`src/rtl/phase_stim_pkg.sv`:
```
// phase_stim_pkg: shared state encoding and default widths for the phase stimulus generator
package phase_stim_pkg;
  localparam int CNT_W_DEF = 32;
  localparam int BURST_W_DEF = 16;
  typedef enum logic [1:0] {IDLE, RUN, DRAIN} state_t;
endpackage

```
`src/rtl/pulse_channel.sv`:
```
// pulse_channel: armable phase counter producing a registered pulse while phase < width
module pulse_channel #(
  parameter int CNT_W = 32
) (
  input  logic             clk,
  input  logic             rst,
  input  logic             arm,
  input  logic             clear,
  input  logic [CNT_W-1:0] period,
  input  logic [CNT_W-1:0] width,
  output logic             pulse,
  output logic             active,
  output logic             wrap
);
  logic [CNT_W-1:0] phase;
  logic [CNT_W-1:0] nxt;
  assign wrap = active && phase == period - 1'b1;
  assign nxt = wrap ? '0 : phase + 1'b1;
  // arming starts phase 0 on the very next cycle; clear wins so the channel can be silenced mid-period
  always_ff @(posedge clk) begin
    if (rst || clear) begin
      active <= 1'b0;
      phase <= '0;
      pulse <= 1'b0;
    end else if (arm) begin
      active <= 1'b1;
      phase <= '0;
      pulse <= width != '0;
    end else if (active) begin
      phase <= nxt;
      pulse <= nxt < width;
    end
  end
endmodule

```
`src/rtl/phase_stimulus_gen.sv`:
```
// phase_stimulus_gen: two pulse trains with an exact programmable rising-edge offset
module phase_stimulus_gen import phase_stim_pkg::*; #(
  parameter int CNT_W = CNT_W_DEF,
  parameter int BURST_W = BURST_W_DEF
) (
  input  logic               clock,
  input  logic               reset,
  input  logic               start,
  input  logic               stop,
  input  logic [CNT_W-1:0]   period,
  input  logic [CNT_W-1:0]   width,
  input  logic [CNT_W-1:0]   delay,
  input  logic               lead_2,
  input  logic [BURST_W-1:0] burst,
  output logic               signal_1,
  output logic               signal_2,
  output logic               busy,
  output logic               done,
  output logic [BURST_W-1:0] pulse_count
);
  state_t state, state_n;
  logic [CNT_W-1:0] p_q, w_q, d_q, ecnt, p_c, w_c, d_c, p_e, w_e;
  logic [BURST_W-1:0] b_q, bc;
  logic l2_q, accept, last, fin;
  logic lead_arm, lag_arm, lead_clr, lag_clr;
  logic lead_pulse, lag_pulse, lead_act, lag_act, lead_wrap, lag_wrap;
  assign p_c = period < CNT_W'(2) ? CNT_W'(2) : period;
  assign w_c = width >= p_c ? p_c - 1'b1 : width;
  assign d_c = delay >= p_c ? p_c - 1'b1 : delay;
  assign accept = state == IDLE && start;
  assign p_e = accept ? p_c : p_q;
  assign w_e = accept ? w_c : w_q;
  assign last = state == RUN && lead_wrap && b_q != '0 && bc == b_q - 1'b1;
  assign busy = state != IDLE;
  assign signal_1 = l2_q ? lag_pulse : lead_pulse;
  assign signal_2 = l2_q ? lead_pulse : lag_pulse;
  pulse_channel #(.CNT_W(CNT_W)) lead_ch (
    .clk(clock), .rst(reset), .arm(lead_arm), .clear(lead_clr),
    .period(p_e), .width(w_e), .pulse(lead_pulse), .active(lead_act), .wrap(lead_wrap)
  );
  pulse_channel #(.CNT_W(CNT_W)) lag_ch (
    .clk(clock), .rst(reset), .arm(lag_arm), .clear(lag_clr),
    .period(p_e), .width(w_e), .pulse(lag_pulse), .active(lag_act), .wrap(lag_wrap)
  );
  // sequencing: lag arms after delay run cycles, drain lets the lag channel finish its last period
  always_comb begin
    state_n = state;
    lead_arm = 1'b0;
    lag_arm = 1'b0;
    lead_clr = 1'b0;
    lag_clr = 1'b0;
    fin = 1'b0;
    case (state)
      IDLE: if (start) begin
        state_n = RUN;
        lead_arm = 1'b1;
        lag_arm = d_c == '0;
      end
      RUN: if (stop) fin = 1'b1;
      else begin
        lag_arm = lead_act && !lag_act && ecnt == d_q - 1'b1;
        if (last) begin
          state_n = DRAIN;
          lead_clr = 1'b1;
          fin = d_q == '0;
        end
      end
      DRAIN: fin = stop || lag_wrap;
      default: state_n = IDLE;
    endcase
    if (fin) begin
      state_n = IDLE;
      lead_clr = 1'b1;
      lag_clr = 1'b1;
    end
  end
  // config latch at accept, run-time counters and the saturating leading-edge count
  always_ff @(posedge clock) begin
    if (reset) begin
      state <= IDLE;
      done <= 1'b0;
      p_q <= '0;
      w_q <= '0;
      d_q <= '0;
      l2_q <= 1'b0;
      b_q <= '0;
      bc <= '0;
      ecnt <= '0;
      pulse_count <= '0;
    end else begin
      state <= state_n;
      done <= fin;
      if (accept) begin
        p_q <= p_c;
        w_q <= w_c;
        d_q <= d_c;
        l2_q <= lead_2;
        b_q <= burst;
        bc <= '0;
        ecnt <= '0;
        pulse_count <= BURST_W'(w_c != '0);
      end else if (state == RUN) begin
        if (!lag_act) ecnt <= ecnt + 1'b1;
        if (lead_wrap) bc <= bc + 1'b1;
        if (lead_wrap && !last && !stop && w_q != '0 && pulse_count != '1)
          pulse_count <= pulse_count + 1'b1;
      end
    end
  end
endmodule

```
`config.mk`:
```
export PLATFORM = sky130hd
export DESIGN_NAME = phase_stimulus_gen
export DESIGN_NICKNAME = d
export VERILOG_FILES = /design/src/rtl/phase_stim_pkg.sv /design/src/rtl/pulse_channel.sv /design/src/rtl/phase_stimulus_gen.sv
export SDC_FILE = /design/constraint.sdc
export NUM_CORES = 1
export LEC_CHECK = 0
export CAP_MARGIN = 15
export CORE_UTILIZATION = 42
export DETAILED_ROUTE_END_ITERATION = 7
export DONT_BUFFER_PORTS = 1
export SYNTH_ARGS = -nofsm -noshare
export SYNTH_HDL_FRONTEND = slang
export SYNTH_SLANG_ARGS = --single-unit
export TNS_END_PERCENT = 50
```
`constraint.sdc`:
```
create_clock -name clock -period 14.2 [get_ports clock]
set_clock_uncertainty 0.2 [all_clocks]
set_input_delay 2.84 -clock clock [delete_from_list [all_inputs] [get_ports clock]]
set_output_delay 2.84 -clock clock [all_outputs]
set_load 0.01 [all_outputs]
```
==> key figures <==
Synth
  • Post-Syn Nets: slightly below 3000
  • Ys flop type: dfxtp_1
  • Mapped Cells: 2691
  • Top cells by area, synth: dfxtp_1, ha_1, xnor2_1
  • Yosys top cell by area: dfxtp_1
  • Sequential share of the synthesized area: roughly a quarter
  • EDFF count, synth: 0
  • Flops & latches, synth: about 250
  • Number of synthesis warnings: 0
  • Synth Area per Inst: 7.56 um2
  • Yosys cell types: between 80 and 90
  • Ys async rst share: 0%
  • Synth Cell Area: ~20000 um2
  • Post-synth top area share: 24.4%

Placed design
  • Gp weighted congestion: 1.01
  • DP Area: 20800 um2
  • Post-Place Cells: between 3000 and 4000
  • DPL Wire Length: around 66000 um
  • Pre-CTS WS: 2910 ps
  • IO buf count: 0

Routing
  • Antenna viol nets, final: 0
  • DR vias: 20448
  • Wirelength per Cell: about 26 um
  • DR iter-0 viols: ~1900
  • DR DRC count: 0
  • DR vias/cell: between 6 and 7
  • TritonRoute pass-1 iters: 5
  • Detailed Route WL: a little over 80000 um

STA
  • Worst Tran Pin Value: between 1000 and 1500 ps
  • Final Hold Fails: 0
  • Final WS setup: roughly 3400 ps
  • Final Cycle Share: between 70% and 80%
  • Count of final max-slew check failures: 0
  • Fin crit period: between 10000 and 15000 ps
  • Peak Freq: 92.9 MHz
  • Worst rel slew slack: 22.7%
  • Setup TNS: 0 ps
  • Setup violations, final: 0
  • RSZ-0062 raised after global routing: false

Global routing
  • GRT Total Usage: ~33%
  • Grt ovf: 0
  • Global-route wire length before repair: approximately 120000 um
  • Number of global-route vias before repair: roughly 19000
  • Initial antenna violation count: 2
  • Pin count of the biggest net entering global routing: roughly 120

Setup path
  • Req. time, crit path: around 15000 ps
  • WP data arrival: between 10000 and 15000 ps
  • Critical Path End Type: register
  • Crit Path Class: in2reg
  • CP max stage cell: nor3_2
  • Crit path launch type: input port
  • Crit-path max FO: 24
  • CP max stage delay: around 840 ps

Die
  • Die W: between 200 and 250 um
  • Cell Rows: 80
  • CORE AREA: approximately 48000 um2
  • Initial Util: a little over two fifths
  • Ports: 137
  • Chip height: between 200 and 250 um
  • Area of the die: 49300 um2

Cells and area
  • Layout area overhead: 7.72%
  • Ratio of cells with drive above 1 in the final layout: roughly 5.7%
  • Fin area: 21900 um2
  • Fill cells: 4802
  • Final non-filler cell total: about 3300
  • Fin nets: about 2900

Min path
  • HP Class: reg2reg

Job
  • Max-cap violations: 0

Clock network
  • Root buffer cell: clkbuf_16
  • CTS Sinks: 248
  • Setup Fix Bufs, Post-CTS: 0
  • Worst-Skew Late Latency: just over 600 ps
  • CTS Hold Bufs: 0
  • Resized cells post-CTS: 0
  • CTS tree: yes
  • Clock Path Buffers: 3
  • Clock transition at path regs: 60 ps
  • H-Tree Depth: 1
  • CTS Buf Count: 31

Power
  • Max VDD drop: between 0.0001 and 0.00015 V
  • Pleak: 8.42 nW
  • PwrDens: between 90 and 100 nW/um2
  • Total power: approximately 0.0022 W

Outcome
  • Outcome: finished clean
logic make-up (layout without fill, tap and decap cells):
logic type                 after synthesis  in the layout  synth area share (%)
and+or+nand+nor                       1206           1206                  30.2
AOI/OAI and AO/OA                      526            526                  16.3
xor gates and xnor gates               262            262                  12.1
DFF                                    248            248                  24.4
buffers and inverters                  236            181                  4.81
adders and majority gates              138            138                  8.49
muxes                                   75             75                  3.75
other                                    0              1                     0
layout make-up:
class / count / area, um2 / area share (%)
Antenna cell: 1 / 2.50 / 0.0114
Sequential cell: 248 / 4960 / 22.7
Multi-Input combinational cell: 2207 / 14400 / 65.9
Clock inverter: 15 / 230 / 1.05
Clock buffer: 41 / 863 / 3.94
Timing Repair Buffer: 45 / 338 / 1.54
Tap cell: 615 / 769 / 3.51
Inverter: 80 / 300 / 1.37
path summary, 6_finish.rpt:
kind	endpoint	startpoint	cells past startpoint	slack [ps]
max	lag_ch.pulse$_SDFFE_PP0P_	period[15]	30	3440
min reg2reg	l2_q$_SDFFE_PP0P_	l2_q$_SDFFE_PP0P_	2	280
min	l2_q$_SDFFE_PP0P_	l2_q$_SDFFE_PP0P_	2	280
max reg2reg	lag_ch.pulse$_SDFFE_PP0P_	state[0]$_SDFFE_PP0P_	30	5650
power by group:
part	total [W]	switching, W	internal, W
logic	0.000545	0.000348	0.000197
registers	0.000754	0.0000294	0.000724
clock network	0.000860	0.000341	0.000519
total	0.00216	0.000718	0.00144
cell usage in the layout (no fill, tap or decap), types with 22 or more instances in the layout:
| cell | netlist | layout |
|---|---|---|
| a21o_1 | 25 | 25 |
| a21oi_1 | 192 | 190 |
| and2_1 | 29 | 28 |
| and3_1 | 59 | 59 |
| buf_4 | 3 | 45 |
| clkbuf_16 | 0 | 31 |
| dfxtp_1 | 248 | 248 |
| ha_1 | 138 | 138 |
| inv_1 | 80 | 80 |
| mux2i_1 | 65 | 65 |
| nand2_1 | 237 | 236 |
| nand2b_1 | 23 | 22 |
| nand3_1 | 113 | 113 |
| nand4_1 | 78 | 78 |
| nor2_1 | 320 | 320 |
| nor3_1 | 87 | 86 |
| nor4_1 | 78 | 76 |
| o211ai_1 | 22 | 22 |
| o21ai_0 | 108 | 108 |
| or3_1 | 49 | 49 |
| or4_1 | 30 | 30 |
| xnor2_1 | 162 | 162 |
| xor2_1 | 88 | 88 |
worst max-delay path: cells and delay by family:
family          cells  cell delay, ps
simple gates       14            4770
compound gates      9            1590
buf+inv             4             850
fa+ha+maj           2             650
mux                 1             400
cells in the mapped netlist, drive strengths merged, types with 10 or more instances:
master,instances
nor2b,19
o31ai,10
dfxtp,248
xnor2,162
and2,30
nand2,237
mux2,10
inv,80
o21a,11
nor3,88
a21oi,192
mux2i,65
and3,59
and4,16
or3b,13
nand2b,23
a211o,13
nor4,79
nor2,320
or2,12
or3,49
ha,138
a31oi,20
o211ai,22
nand3,113
nand4,78
buf,41
xor2,88
a211oi,21
clkbuf,115
o21ai,110
a22oi,12
a21o,25
xnor3,10
or4,30
metrics by stage:
stage / hold slack [ps] / util [%]
2_1_floorplan: 258 / -
3_3_place_gp: 262 / 43.6
3_5_place_dp: 274 / 43.6
4_1_cts: 281 / 45.9
5_1_grt: 311 / 45.9
6_report: 279 / 45.9
sequential cells by signal, indices dropped and copies added, names as in the netlist:
name and count:
d_q 32, ecnt 32, lag_ch.phase 32, lead_ch.phase 32
p_q 32, w_q 32, b_q 16, bc 16
pulse_count 16, state 2, done 1, l2_q 1
lag_ch.active 1, lag_ch.pulse 1, lead_ch.active 1, lead_ch.pulse 1
metal layers:
metal,vias to the layer above,wire (um),global-route usage (%)
met2,766,37700,53.6
met5,-,0,0
li1,9590,-,-
met1,9934,36200,43.9
met3,158,5660,4.77
met4,0,3490,13.0
(Power assumes the default switching activity.)
